File: src/rtl/ex_stage_pkg.sv
// Shared constants and payload types for the OpenMIPS execute stage.
// Opcode and result-class encodings match the OpenMIPS defines.v values.
package ex_stage_pkg;

  localparam int unsigned REG_W    = 32;
  localparam int unsigned ADDR_W   = 5;
  localparam int unsigned ALUOP_W  = 8;
  localparam int unsigned ALUSEL_W = 3;
  localparam int unsigned SHAMT_W  = 5;

  // Result classes
  localparam logic [ALUSEL_W-1:0] EXE_RES_NOP   = 3'b000;
  localparam logic [ALUSEL_W-1:0] EXE_RES_LOGIC = 3'b001;
  localparam logic [ALUSEL_W-1:0] EXE_RES_SHIFT = 3'b010;
  localparam logic [ALUSEL_W-1:0] EXE_RES_MOVE  = 3'b011;

  // Operations
  localparam logic [ALUOP_W-1:0] EXE_NOP_OP  = 8'b0000_0000;
  localparam logic [ALUOP_W-1:0] EXE_AND_OP  = 8'b0010_0100;
  localparam logic [ALUOP_W-1:0] EXE_OR_OP   = 8'b0010_0101;
  localparam logic [ALUOP_W-1:0] EXE_XOR_OP  = 8'b0010_0110;
  localparam logic [ALUOP_W-1:0] EXE_NOR_OP  = 8'b0010_0111;
  localparam logic [ALUOP_W-1:0] EXE_SLL_OP  = 8'b0111_1100;
  localparam logic [ALUOP_W-1:0] EXE_SRL_OP  = 8'b0000_0010;
  localparam logic [ALUOP_W-1:0] EXE_SRA_OP  = 8'b0000_0011;
  localparam logic [ALUOP_W-1:0] EXE_MOVZ_OP = 8'b0000_1010;
  localparam logic [ALUOP_W-1:0] EXE_MOVN_OP = 8'b0000_1011;
  localparam logic [ALUOP_W-1:0] EXE_MFHI_OP = 8'b0001_0000;
  localparam logic [ALUOP_W-1:0] EXE_MTHI_OP = 8'b0001_0001;
  localparam logic [ALUOP_W-1:0] EXE_MFLO_OP = 8'b0001_0010;
  localparam logic [ALUOP_W-1:0] EXE_MTLO_OP = 8'b0001_0011;

  // Decoded operation as latched in the EX input register
  typedef struct packed {
    logic [ALUOP_W-1:0]  aluop;
    logic [ALUSEL_W-1:0] alusel;
    logic [REG_W-1:0]    reg1;
    logic [REG_W-1:0]    reg2;
    logic [ADDR_W-1:0]   wd;
    logic                wreg;
  } ex_op_t;

  // Register write-back payload (forwarding bus and MEM register)
  typedef struct packed {
    logic              wreg;
    logic [ADDR_W-1:0] wd;
    logic [REG_W-1:0]  wdata;
  } wb_t;

endpackage

File: src/rtl/ex_stage_hilo_reg.sv
// HI/LO special registers with independent write enables.
// Ports: clk, rst (async active-high clear), we_hi/we_lo write enables,
//        hi_i/lo_i write data, hi_o/lo_o current register values.
import ex_stage_pkg::*;

module hilo_reg (
  input  logic             clk,
  input  logic             rst,
  input  logic             we_hi,
  input  logic             we_lo,
  input  logic [REG_W-1:0] hi_i,
  input  logic [REG_W-1:0] lo_i,
  output logic [REG_W-1:0] hi_o,
  output logic [REG_W-1:0] lo_o
);

  always_ff @(posedge clk or posedge rst) begin
    if (rst) begin
      hi_o <= '0;
      lo_o <= '0;
    end else begin
      if (we_hi) hi_o <= hi_i;
      if (we_lo) lo_o <= lo_i;
    end
  end

endmodule

File: src/rtl/ex_stage.sv
// OpenMIPS execute stage: latches the decoded op from ID, evaluates
// logic/shift/move ops, owns HI/LO, forwards its in-flight result to ID and
// registers the result towards MEM.
// Ports: clk, rst (async active-high); stall_i holds EX and bubbles MEM;
//        id_* decoded operation in; ex_* combinational forwarding to ID;
//        mem_* registered result to MEM; hi_o/lo_o current HI/LO.
import ex_stage_pkg::*;

module ex_stage (
  input  logic                clk,
  input  logic                rst,
  input  logic                stall_i,
  input  logic [ALUOP_W-1:0]  id_aluop_i,
  input  logic [ALUSEL_W-1:0] id_alusel_i,
  input  logic [REG_W-1:0]    id_reg1_i,
  input  logic [REG_W-1:0]    id_reg2_i,
  input  logic [ADDR_W-1:0]   id_wd_i,
  input  logic                id_wreg_i,
  output logic                ex_wreg_o,
  output logic [ADDR_W-1:0]   ex_wd_o,
  output logic [REG_W-1:0]    ex_wdata_o,
  output logic                mem_wreg_o,
  output logic [ADDR_W-1:0]   mem_wd_o,
  output logic [REG_W-1:0]    mem_wdata_o,
  output logic [REG_W-1:0]    hi_o,
  output logic [REG_W-1:0]    lo_o
);

  ex_op_t ex_q;
  wb_t    mem_q;
  wb_t    ex_wb;

  logic [REG_W-1:0]   logic_res;
  logic [REG_W-1:0]   shift_res;
  logic [REG_W-1:0]   move_res;
  logic [REG_W-1:0]   result;
  logic [SHAMT_W-1:0] shamt;
  logic               we_hi;
  logic               we_lo;
  logic [REG_W-1:0]   hi_val;
  logic [REG_W-1:0]   lo_val;

  // EX input register: captures ID's op unless stalled
  always_ff @(posedge clk or posedge rst) begin
    if (rst) begin
      ex_q <= '0;
    end else if (!stall_i) begin
      ex_q <= '{aluop:  id_aluop_i,
                alusel: id_alusel_i,
                reg1:   id_reg1_i,
                reg2:   id_reg2_i,
                wd:     id_wd_i,
                wreg:   id_wreg_i};
    end
  end

  assign shamt = ex_q.reg1[SHAMT_W-1:0];

  // Logic unit
  always_comb begin
    logic_res = '0;
    case (ex_q.aluop)
      EXE_OR_OP:  logic_res = ex_q.reg1 | ex_q.reg2;
      EXE_AND_OP: logic_res = ex_q.reg1 & ex_q.reg2;
      EXE_XOR_OP: logic_res = ex_q.reg1 ^ ex_q.reg2;
      EXE_NOR_OP: logic_res = ~(ex_q.reg1 | ex_q.reg2);
      default:    logic_res = '0;
    endcase
  end

  // Shift unit: r2 shifted by r1[4:0]
  always_comb begin
    shift_res = '0;
    case (ex_q.aluop)
      EXE_SLL_OP: shift_res = ex_q.reg2 << shamt;
      EXE_SRL_OP: shift_res = ex_q.reg2 >> shamt;
      EXE_SRA_OP: shift_res = REG_W'($signed(ex_q.reg2) >>> shamt);
      default:    shift_res = '0;
    endcase
  end

  // Move unit: MOVN/MOVZ condition was resolved by ID into wreg
  always_comb begin
    move_res = '0;
    case (ex_q.aluop)
      EXE_MFHI_OP: move_res = hi_val;
      EXE_MFLO_OP: move_res = lo_val;
      EXE_MOVN_OP,
      EXE_MOVZ_OP: move_res = ex_q.reg1;
      default:     move_res = '0;
    endcase
  end

  // Result select by class
  always_comb begin
    result = '0;
    case (ex_q.alusel)
      EXE_RES_LOGIC: result = logic_res;
      EXE_RES_SHIFT: result = shift_res;
      EXE_RES_MOVE:  result = move_res;
      default:       result = '0;
    endcase
  end

  assign ex_wb = '{wreg: ex_q.wreg, wd: ex_q.wd, wdata: result};

  assign ex_wreg_o  = ex_wb.wreg;
  assign ex_wd_o    = ex_wb.wd;
  assign ex_wdata_o = ex_wb.wdata;

  // MEM output register: bubble while stalled so the held op reaches MEM once
  always_ff @(posedge clk or posedge rst) begin
    if (rst) begin
      mem_q <= '0;
    end else if (stall_i) begin
      mem_q <= '0;
    end else begin
      mem_q <= ex_wb;
    end
  end

  assign mem_wreg_o  = mem_q.wreg;
  assign mem_wd_o    = mem_q.wd;
  assign mem_wdata_o = mem_q.wdata;

  // HI/LO commit on the edge the op leaves EX, so a following MFHI/MFLO
  // reads the register directly
  assign we_hi = !stall_i && (ex_q.aluop == EXE_MTHI_OP);
  assign we_lo = !stall_i && (ex_q.aluop == EXE_MTLO_OP);

  hilo_reg u_hilo_reg (
    .clk   (clk),
    .rst   (rst),
    .we_hi (we_hi),
    .we_lo (we_lo),
    .hi_i  (ex_q.reg1),
    .lo_i  (ex_q.reg1),
    .hi_o  (hi_val),
    .lo_o  (lo_val)
  );

  assign hi_o = hi_val;
  assign lo_o = lo_val;

endmodule
File: config.mk
export PLATFORM = sky130hd
export DESIGN_NAME = ex_stage
export DESIGN_NICKNAME = d
export VERILOG_FILES = /design/src/rtl/ex_stage_pkg.sv /design/src/rtl/ex_stage_hilo_reg.sv /design/src/rtl/ex_stage.sv
export SDC_FILE = /design/constraint.sdc
export NUM_CORES = 1
export LEC_CHECK = 0
export BUFFER_PORTS_ARGS = -buffer_cell sky130_fd_sc_hd__buf_2
export CAP_MARGIN = 5
export CELL_PAD_IN_SITES_DETAIL_PLACEMENT = 1
export CELL_PAD_IN_SITES_GLOBAL_PLACEMENT = 2
export CORE_MARGIN = 3
export CORE_UTILIZATION = 34
export DETAILED_ROUTE_END_ITERATION = 10
export PLACE_DENSITY_LB_ADDON = 0.15
export SYNTH_ARGS = -nofsm -noshare
export SYNTH_HDL_FRONTEND = slang
export SYNTH_SLANG_ARGS = --single-unit
File: constraint.sdc
create_clock -name clk -period 5.4 [get_ports clk]
set_input_delay 0.54 -clock clk [delete_from_list [all_inputs] [get_ports clk]]
set_output_delay 0.54 -clock clk [all_outputs]
set_load 0.03 [all_outputs]
==> results.sh <==
export IMPL_clock_latency_ns=0.49
export IMPL_diodes=0
export IMPL_reg2reg_depth=6
export IMPL_synth_seq_cells=183
export IMPL_synth_area_leaders="dfrtp_1, mux2_2, mux4_2"
export IMPL_drtIter0Drc=1094
export IMPL_vdd_drop_max_uv=222
export IMPL_synth_compound_area_share_pct=12.4
export IMPL_cts_htree_levels=4
export IMPL_yosys_area_share_simple_pct=10.4
export IMPL_crit_path_end_kind="primary output"
export IMPL_fin_crit_ns=4.54
export IMPL_area_growth_pct=14.4
export IMPL_post_synth_top_area_fraction_pct=31.2
export IMPL_min_period_over_period_pct=84.1
export IMPL_core_area_um2=42200
export IMPL_syn_area_per_cell_um2=10.6
export IMPL_min_path_type="input pin to async pin"
export IMPL_cp_start_kind="register"
export IMPL_hpwl_mm=48.6
export IMPL_worst_r2r_endpoint="mem_wdata_o[19]"
export IMPL_finalHoldViolations=0
export IMPL_synth_top_family_by_area="multiplexers"
export IMPL_finalClockSkew_ns=0.0106
export IMPL_seq_area_frac_synth_pct=31.2
export IMPL_final_common_cell="buf_2"
export IMPL_drtAntennaViolNets=0
export IMPL_ctsResizeCount=0
export IMPL_p_leak_uw=0.00769
export IMPL_p_total_uw=4600
export IMPL_ctsLongestPathBuffers=2
export IMPL_nFillCells=4663
export IMPL_root_buffer="clkbuf_16"
export IMPL_drtPass1Iterations=5
export IMPL_die_height_um=214
export IMPL_viasPerCell=6.06
export IMPL_grt_overflow_total=0
export IMPL_ys_async_sr_fraction_pct=100
export IMPL_rrSetupSlack_ns=1.86
export IMPL_syn_num_nets=1539
export IMPL_clk_pin_slew_ns=0.07
export IMPL_criticalPathCategory="register to primary output"
export IMPL_drc_errors=0
export IMPL_critPathMaxFanout=50
export IMPL_status="completed"
export IMPL_start_util_pct=34.7
export IMPL_portBuffers=223
export IMPL_cts_tree="done"
export IMPL_placedCellCount=2050
export IMPL_ys_warn_count=0
export IMPL_drive_gt1_share_pct=37.0
export IMPL_tns_ns=0
export IMPL_dieWidth_um=214
export IMPL_yosysUniqueCellTypes=83
export IMPL_synth_flop_cell="dfrtp_1"
export IMPL_worstPathArrival_ns=4.00
export IMPL_vias=12613
export IMPL_mostFrequentLayoutCells="buf_2, mux2_2, dfrtp_1"
export IMPL_place_congestion=0.982
export IMPL_synth_edf_count=0
export IMPL_postCtsSetupBuffers=0
export IMPL_cp_required_ns=4.86
export IMPL_nets=1680
export IMPL_antenna_found_initial=0
export IMPL_synthMuxAreaShare_pct=32.0
export IMPL_maxSlewViolCount=0
export IMPL_slew_limit_headroom_pct=30.8
export IMPL_yosys_area_share_xor_xnor_pct=1.91
export IMPL_cp_common_cell="nand2_1"
export IMPL_clkSinkCount=183
export IMPL_maxCapViolations=0
export IMPL_row_count=75
export IMPL_ios=224
export IMPL_rr_startpoint="ex_q[39]"
export IMPL_grt_pass1_wl_mm=95.6
export IMPL_hold_buffers=0
export IMPL_power_density_nw_per_um2=274
export IMPL_cp_slowest_cell="dfrtp_4"
export IMPL_cts_buffers=17
export IMPL_wire_per_inst_um=31.9
export IMPL_grt_usage_pct=29.4
export IMPL_dieArea_um2=45700
export IMPL_setup_viol=0
export IMPL_fmax_ghz=0.220
export IMPL_synth_fa_ha_area_share_pct=5.63
export IMPL_final_cell_count_no_fill=2082
export IMPL_crit_chain="buf_4 -> mux2_2 -> a222oi_1 -> nand2_1 -> a2111o_1 -> o21ai_1 -> nand2_1 -> buf_2"
export IMPL_synth_top_cell_by_area="dfrtp_1"
export IMPL_syn_area_um2=14700
export IMPL_worstMarginPinSlew_ns=1.04
export IMPL_routed_wl_mm=66.5
export IMPL_grt_pass1_vias=13154
export IMPL_netlist_instances=1389
export IMPL_critPathMaxStageDelay_ns=0.99
export IMPL_rsz0062_at_grt="false"
export IMPL_grt_max_degree=156
state kept, by name, summed over array words and instances, names as in the netlist:
| name | count |
|---|---|
| ex_q | 75 |
| ex_wd_o | 5 |
| ex_wreg_o | 1 |
| mem_wd_o | 5 |
| mem_wdata_o | 32 |
| mem_wreg_o | 1 |
| u_hilo_reg.hi_o | 32 |
| u_hilo_reg.lo_o | 32 |
how the worst max path moves through the flow:
stage,start,to,slack [ns],cells after the start
CTS,ex_q[39],ex_wdata_o[21],0.83,8
global placement,ex_q[39],ex_wdata_o[17],1.38,7
finish,ex_q[39],ex_wdata_o[21],0.86,8
detailed placement,ex_q[39],ex_wdata_o[21],1.40,8
floorplan,ex_q[38],ex_wdata_o[24],1.99,10
global route,ex_q[39],ex_wdata_o[21],0.67,8
cell usage after synthesis, drive strengths merged, types with 5 or more instances:
library cell,number
dfrtp,183
mux2,181
mux2i,106
clkbuf,82
nand2,78
mux4,71
ha,66
inv,62
buf,61
nor2,51
o21ai,45
nor2b,37
a21oi,33
a22oi,29
nand3,26
a211oi,21
nor3,21
xnor2,21
nand4,11
o211ai,11
xor2,11
o22ai,10
o221ai,9
a221o,8
o22a,8
or3,8
a31oi,7
and2,7
and3,7
nor4,7
o2bb2ai,7
nand2b,6
o32ai,6
a2bb2oi,5
nor3b,5
o31ai,5
or4,5
kinds of logic (layout without fill, tap and decap cells):
kind of cell             Yosys count  after routing
multiplexers                     358            358
AND/OR/NAND/NOR                  291            291
AO/OA/AOI/OAI                    251            251
buffers and inverters            208            362
flip-flops                       183            183
adder cells (fa/ha/maj)           66             66
XOR/XNOR                          32             32
per-stage QoR:
stage / worst slack, ns / util, % / area, um2 / hold slack (ns)
floorplan: 1.99 / - / 14700 / 0.482
global placement: 1.38 / 38.3 / 16200 / 0.488
detailed placement: 1.40 / 38.3 / 16200 / 0.501
CTS: 0.834 / 39.7 / 16800 / 0.126
global route: 0.669 / 39.7 / 16800 / 0.167
finish: 0.857 / 39.7 / 16800 / 0.144
worst max-delay path: cells and delay by family (launching register included):
| family | cells | cell delay, ns |
|---|---|---|
| AOI/OAI and AO/OA | 3 | 1.07 |
| buffers and inverters | 2 | 0.71 |
| DFF | 1 | 0.99 |
| muxes | 1 | 0.39 |
| and+or+nand+nor | 2 | 0.31 |
where the power goes:
part / internal [uW] / switching (uW)
clock network: 653 / 631
logic: 646 / 905
registers: 1480 / 286
total: 2780 / 1820
area by class of cell:
class	count	area, um2	share of cell area (%)
well taps	539	674	4.02
multi-input cells	998	9170	54.7
clock buffers	17	425	2.54
flip-flops and latches	183	4590	27.4
inverters	65	248	1.48
clock inverters	15	161	0.963
repair buffers	265	1500	8.92
layer usage:
layer,up-vias,routed length (um),track usage (%)
li1,5450,-,-
met1,6540,27900,38.3
met2,497,30100,45.2
met3,126,4860,7.90
met4,0,3580,15.0
met5,-,0,0
No activity file was read; power rests on OpenSTA's default activity.
